$ cat config.mk
export PLATFORM = sky130hd
export DESIGN_NAME = uart_tx_arbiter
export DESIGN_NICKNAME = d
export VERILOG_FILES = /design/src/rtl/uart_arb_pkg.sv /design/src/rtl/uart_rr_picker.sv /design/src/rtl/uart_tx_arbiter.sv
export SDC_FILE = /design/constraint.sdc
export NUM_CORES = 1
export LEC_CHECK = 0
export ABC_AREA = 1
export CELL_PAD_IN_SITES_DETAIL_PLACEMENT = 1
export CELL_PAD_IN_SITES_GLOBAL_PLACEMENT = 2
export CORE_ASPECT_RATIO = 0.75
export CORE_MARGIN = 8
export CORE_UTILIZATION = 22
export DETAILED_ROUTE_END_ITERATION = 12
export PLACE_DENSITY = 0.81
export SYNTH_ARGS = -nofsm -noshare
export SYNTH_HDL_FRONTEND = slang
export SYNTH_SLANG_ARGS = --single-unit
$ cat constraint.sdc
create_clock -name SysClk -period 1.81 [get_ports SysClk]
set_input_delay 0.2715 -clock SysClk [delete_from_list [all_inputs] [get_ports SysClk]]
set_output_delay 0.2715 -clock SysClk [all_outputs]
set_load 0.02 [all_outputs]
$ cat src/rtl/uart_arb_pkg.sv
// Shared types and constants for the UART transmit arbiter.
package uart_arb_pkg;

  typedef enum logic {
    IDLE  = 1'b0,
    BURST = 1'b1
  } arb_state_e;

  // Burst and stall counters are 8 bits and saturate.
  localparam int unsigned CNT_W = 8;

  // Pointer / index width for the round-robin picker (up to 8 requesters).
  localparam int unsigned PTR_W = 3;

endpackage

$ cat src/rtl/uart_rr_picker.sv
// Round-robin picker: first set request at or above ptr_i, wrapping to 0.
module uart_rr_picker
  import uart_arb_pkg::*;
#(
  parameter int unsigned NUM_REQ = 4
) (
  input  logic [NUM_REQ-1:0] req_i,
  input  logic [PTR_W-1:0]   ptr_i,
  output logic [NUM_REQ-1:0] grant_o,
  output logic [PTR_W-1:0]   idx_o
);

  logic [PTR_W:0] cand;
  logic           found;

  // Walk candidates ptr, ptr+1, ... modulo NUM_REQ and take the first request.
  always_comb begin
    grant_o = '0;
    idx_o   = '0;
    found   = 1'b0;
    cand    = '0;
    for (int unsigned k = 0; k < NUM_REQ; k++) begin
      cand = {1'b0, ptr_i} + (PTR_W+1)'(k);
      if (cand >= (PTR_W+1)'(NUM_REQ)) begin
        cand = cand - (PTR_W+1)'(NUM_REQ);
      end
      for (int unsigned j = 0; j < NUM_REQ; j++) begin
        if (!found && req_i[j] && (cand == (PTR_W+1)'(j))) begin
          grant_o[j] = 1'b1;
          idx_o      = PTR_W'(j);
          found      = 1'b1;
        end
      end
    end
  end

endmodule

$ cat src/rtl/uart_tx_arbiter.sv
// Round-robin, burst-locked arbiter sharing the UART transmit FIFO write port.
module uart_tx_arbiter
  import uart_arb_pkg::*;
#(
  parameter int unsigned NUM_REQ     = 4,
  parameter int unsigned DATA_BITS   = 8,
  parameter int unsigned MAX_BURST   = 16,
  parameter int unsigned STALL_LIMIT = 32
) (
  input  logic                           SysClk,
  input  logic                           Rst,
  input  logic [NUM_REQ-1:0]             ReqValid,
  input  logic [NUM_REQ*DATA_BITS-1:0]   ReqData,
  input  logic [NUM_REQ-1:0]             ReqLast,
  output logic [NUM_REQ-1:0]             ReqReady,
  input  logic                           TxFull,
  output logic                           TxWrite,
  output logic [DATA_BITS-1:0]           TxData,
  output logic [NUM_REQ-1:0]             Grant,
  output logic                           Busy
);

  arb_state_e           state_q;
  logic [NUM_REQ-1:0]   grant_q;
  logic                 busy_q;
  logic [PTR_W-1:0]     ptr_q, ptr_d;
  logic [PTR_W-1:0]     owner_q;
  logic [CNT_W-1:0]     burst_q, burst_d;
  logic [CNT_W-1:0]     stall_q, stall_d;

  logic [NUM_REQ-1:0]   pick_grant;
  logic [PTR_W-1:0]     pick_idx;

  logic                 owner_valid;
  logic                 owner_last;
  logic [DATA_BITS-1:0] owner_data;
  logic                 xfer;
  logic                 rel_c;

  uart_rr_picker #(
    .NUM_REQ (NUM_REQ)
  ) u_picker (
    .req_i   (ReqValid),
    .ptr_i   (ptr_q),
    .grant_o (pick_grant),
    .idx_o   (pick_idx)
  );

  // Select the current owner's valid, last and data lanes.
  always_comb begin
    owner_valid = 1'b0;
    owner_last  = 1'b0;
    owner_data  = '0;
    for (int unsigned i = 0; i < NUM_REQ; i++) begin
      if (owner_q == PTR_W'(i)) begin
        owner_valid = ReqValid[i];
        owner_last  = ReqLast[i];
        owner_data  = ReqData[i*DATA_BITS +: DATA_BITS];
      end
    end
  end

  // Transfer qualification, saturating counter increments and release decision.
  always_comb begin
    xfer    = (state_q == BURST) && owner_valid && !TxFull;
    burst_d = (burst_q == '1) ? burst_q : burst_q + CNT_W'(1);
    stall_d = (stall_q == '1) ? stall_q : stall_q + CNT_W'(1);
    ptr_d   = (owner_q == PTR_W'(NUM_REQ - 1)) ? '0 : owner_q + PTR_W'(1);
    rel_c   = 1'b0;
    if (state_q == BURST) begin
      if (xfer) begin
        rel_c = owner_last || (burst_d >= CNT_W'(MAX_BURST));
      end else begin
        rel_c = (stall_d >= CNT_W'(STALL_LIMIT));
      end
    end
  end

  // FIFO write port and handshake follow the live inputs so TxFull is honoured same cycle.
  assign TxWrite  = xfer;
  assign TxData   = xfer ? owner_data : '0;
  assign ReqReady = xfer ? grant_q : '0;
  assign Grant    = grant_q;
  assign Busy     = busy_q;

  // Arbitration FSM with burst/stall counters and round-robin pointer.
  always_ff @(posedge SysClk) begin
    if (Rst) begin
      state_q <= IDLE;
      grant_q <= '0;
      busy_q  <= 1'b0;
      ptr_q   <= '0;
      owner_q <= '0;
      burst_q <= '0;
      stall_q <= '0;
    end else begin
      case (state_q)
        IDLE: begin
          if (|ReqValid) begin
            state_q <= BURST;
            grant_q <= pick_grant;
            owner_q <= pick_idx;
            busy_q  <= 1'b1;
            burst_q <= '0;
            stall_q <= '0;
          end
        end
        BURST: begin
          if (xfer) begin
            burst_q <= burst_d;
            stall_q <= '0;
          end else begin
            stall_q <= stall_d;
          end
          if (rel_c) begin
            state_q <= IDLE;
            grant_q <= '0;
            busy_q  <= 1'b0;
            ptr_q   <= ptr_d;
          end
        end
        default: begin
          state_q <= IDLE;
        end
      endcase
    end
  end

endmodule

==> summary.md <==
| Metric | Value |
|---|---|
| Run status | finished, violations left |
| Failing checks | setup timing |
| Critical R2R Launch | owner_q[1]$_SDFFE_PP0P_ |
| Synth area leaders | dfxtp_1, nand2_1, nor2_1, a21oi_1, inv_1 |
| ANT cells | 0 |
| Vias per Instance | 4.68 |
| Die Area | 0.0130 mm^2 |
| Max Cap Viol | 0 |
| Final wirelength | 10,900 um |
| Final period utilization | 1.21 |
| Final ANT Viol Nets | 0 |
| WP data arrival | 1.92 ns |
| Syn avg cell area | 6.32 um^2 |
| RSZ-0062 raised after global routing | true |
| Layout cells sized above 1 | 0.482 |
| Synth Instances | 333 |
| Hold path startpoint | Busy$_SDFFE_PP0P_ |
| CP Launch Type | flip-flop |
| Vias in the first global route | 3,048 |
| CTS Hold Bufs | 0 |
| HP Class | reg2reg |
| Die Y | 101 um |
| Highest clock rate | 0.457 GHz |
| Leak | 1.86 nW |
| Yosys warning total | 0 |
| Final Slew Violations | 0 |
| Aggregate global-route resource usage | 0.156 |
| Worst Skew | 0.00739 ns |
| Wire per inst | 17.5 um |
| Sequential element share of the synthesized area | 0.247 |
| Final core occ | 0.473 |
| Crit path time final | 2.19 ns |
| Yosys top cell area share | 0.247 |
| Initial core utilization | 0.222 |
| CTS buffer count | 3 |
| Area growth, synth to finish | 112% |
| First DRT Iteration DRCs | 77 |
| Core Footprint | 0.00946 mm^2 |
| CP max-delay cell | dfxtp_4 |
| Crit path launch | owner_q[1]$_SDFFE_PP0P_ |
| WHS | 0.482 ns |
| IO Pins | 61 |
| Largest net degree at the start of global routing | 16 |
| Post-DP HPWL | 7070 um |
| Setup Total Neg Slack | -9.75 ns |
| First-pass GRT wire length | 16,200 um |
| Cell row count | 31 |
| Final Power | 2.36 mW |
| Synthesized flop and latch total | 26 |
| Cell Area, Synth | 0.00210 mm^2 |
| PnR worst setup slack | -0.377 ns |
| Sink Count | 26 |
| Worst-skew pair later-pin latency | 0.27 ns |
| Final hold violations | 0 |
| WS Path Type | reg2out |
| Via count | 2,909 |
| Finish-stage setup viols | 39 |
| Cell Pwr Density | 527 mW/mm^2 |
| GPL Wtd Cong | 0.827 |
| GRT overflow | 0 |
| CP Capture Type | output port |
| CTS clk-pin slew, worst paths | 0.07 ns |
| Number of remaining DRC errors | 0 |
| TritonCTS clock tree | yes |
| Slowest stage delay, CP | 0.37 ns |
| Clock buffer depth | 2 |
| Yosys top cell by area | dfxtp_1 |
| Critical Path RT | 1.54 ns |
| H-tree levels | 1 |
| Number of distinct library cells after synthesis | 36 |
| Crit Path Max Fanout | 7 |
| DRT Pass-1 Iters | 4 |
| Initial antenna violation count | 0 |
| Worst vdd ir | 0.000385 V |
| Crit-path cells | buf_6 > ha_4 > buf_12 > a21oi_4 > o31ai_4 > nand2_2 > buf_12 > buf_4 > nor2_4 > buf_6 |
| Nets | 542 |
| I/O Buffers | 60 |
| Width of the die | 129 um |
| CTS Root Buffer Type | clkbuf_16 |
sequential cells by signal, indices dropped and copies added, names as in the netlist:
name	flops
burst_q	8
owner_q	2
stall_q	8
Busy	1
ptr_q	2
state_q	1
Grant	4
layout by cell type (no fill, tap or decap), drive strengths merged, types with 15 or more instances in the layout:
cell,n
buf,113
clkdlybuf4s50,44
nand3,20
nor2,59
o21ai,21
inv,40
dfxtp,26
a21oi,32
nand2,65
nand4,15
cell type report:
| cell class | count | area, um^2 |
|---|---|---|
| fill | 1160 | 4990 |
| multi-input combinational | 259 | 1980 |
| timing repair buffer | 160 | 1510 |
| sequential | 26 | 537 |
| inverter | 41 | 173 |
| tap | 132 | 165 |
| clock buffer | 3 | 75.1 |
| clock inverter | 1 | 30.0 |
power by group:
group / internal [mW] / leakage [nW] / switching, mW
Combinational: 0.540 / 1.59 / 0.536
Clock: 0.441 / 0.0511 / 0.222
Sequential: 0.594 / 0.215 / 0.0266
critical path: cells and delay by family, from the launching register on:
family	cells	cell delay, ns
flops	1	0.37
fa+ha+maj	1	0.18
compound gates	2	0.22
buf+inv	5	0.69
simple gates	2	0.18
layer usage:
metal | GRT usage | wire, um
met1 | 0.188 | 4750
met2 | 0.274 | 5330
met3 | 0.0402 | 592
met4 | 0.0297 | 178
met5 | 0 | 0
path summary, 6_finish.rpt:
check | cells after the start | slack, ns | endpoint
setup / recovery | 10 | -0.38 | TxData[1]
hold / removal | 2 | 0.48 | Busy$_SDFFE_PP0P_
setup reg to reg | 12 | -0.33 | stall_q[2]$_SDFFE_PP0P_
hold reg to reg | 2 | 0.48 | Busy$_SDFFE_PP0P_
logic make-up after synthesis:
family,after synthesis,share of synthesized area
other,1,0.00178
AO/OA/AOI/OAI,68,0.178
XOR/XNOR,8,0.0369
buffers and inverters,49,0.0886
flip-flops,26,0.247
AND/OR/NAND/NOR,173,0.400
adder cells (fa/ha/maj),8,0.0476
cells in the mapped netlist:
cell	n
o21ai_0	16
nand2_4	1
nor3_1	8
nor2_2	2
a22oi_1	1
a211oi_1	1
xor2_1	6
nand3_1	17
nand4_4	2
nand2_1	61
o31ai_1	9
nand4_2	1
o22ai_1	2
xor2_2	1
buf_2	2
nand4_1	12
a21oi_1	32
o21ai_1	5
clkbuf_1	6
inv_1	36
xnor2_1	1
nand3_2	3
nor2_1	54
nand2_2	3
dfxtp_1	26
nor3_2	2
ha_1	8
nor2_4	3
inv_2	5
and2_2	1
conb_1	1
a31oi_1	1
nand3b_1	1
nor3b_1	1
or2_2	1
o211ai_1	1
metrics by stage:
step / setup slack (ns) / cells / area (um^2)
final: -0.377 / 622 / 4470
after global routing: -0.446 / 622 / 4470
after CTS: -0.295 / 607 / 4000
after detailed placement: -0.610 / 585 / 3470
after global placement: -0.558 / 585 / 3470
after floorplan: -0.0258 / 334 / 2240
repair_timing:
item	in CTS	in global routing
gates resized for setup	143	84
pin swaps	25	40
endpoints found under the hold margin	0	0
gates cloned	2	0
setup buffers	16	17
endpoints found under the setup margin	39	39
Power figures use the tool's default switching activity.
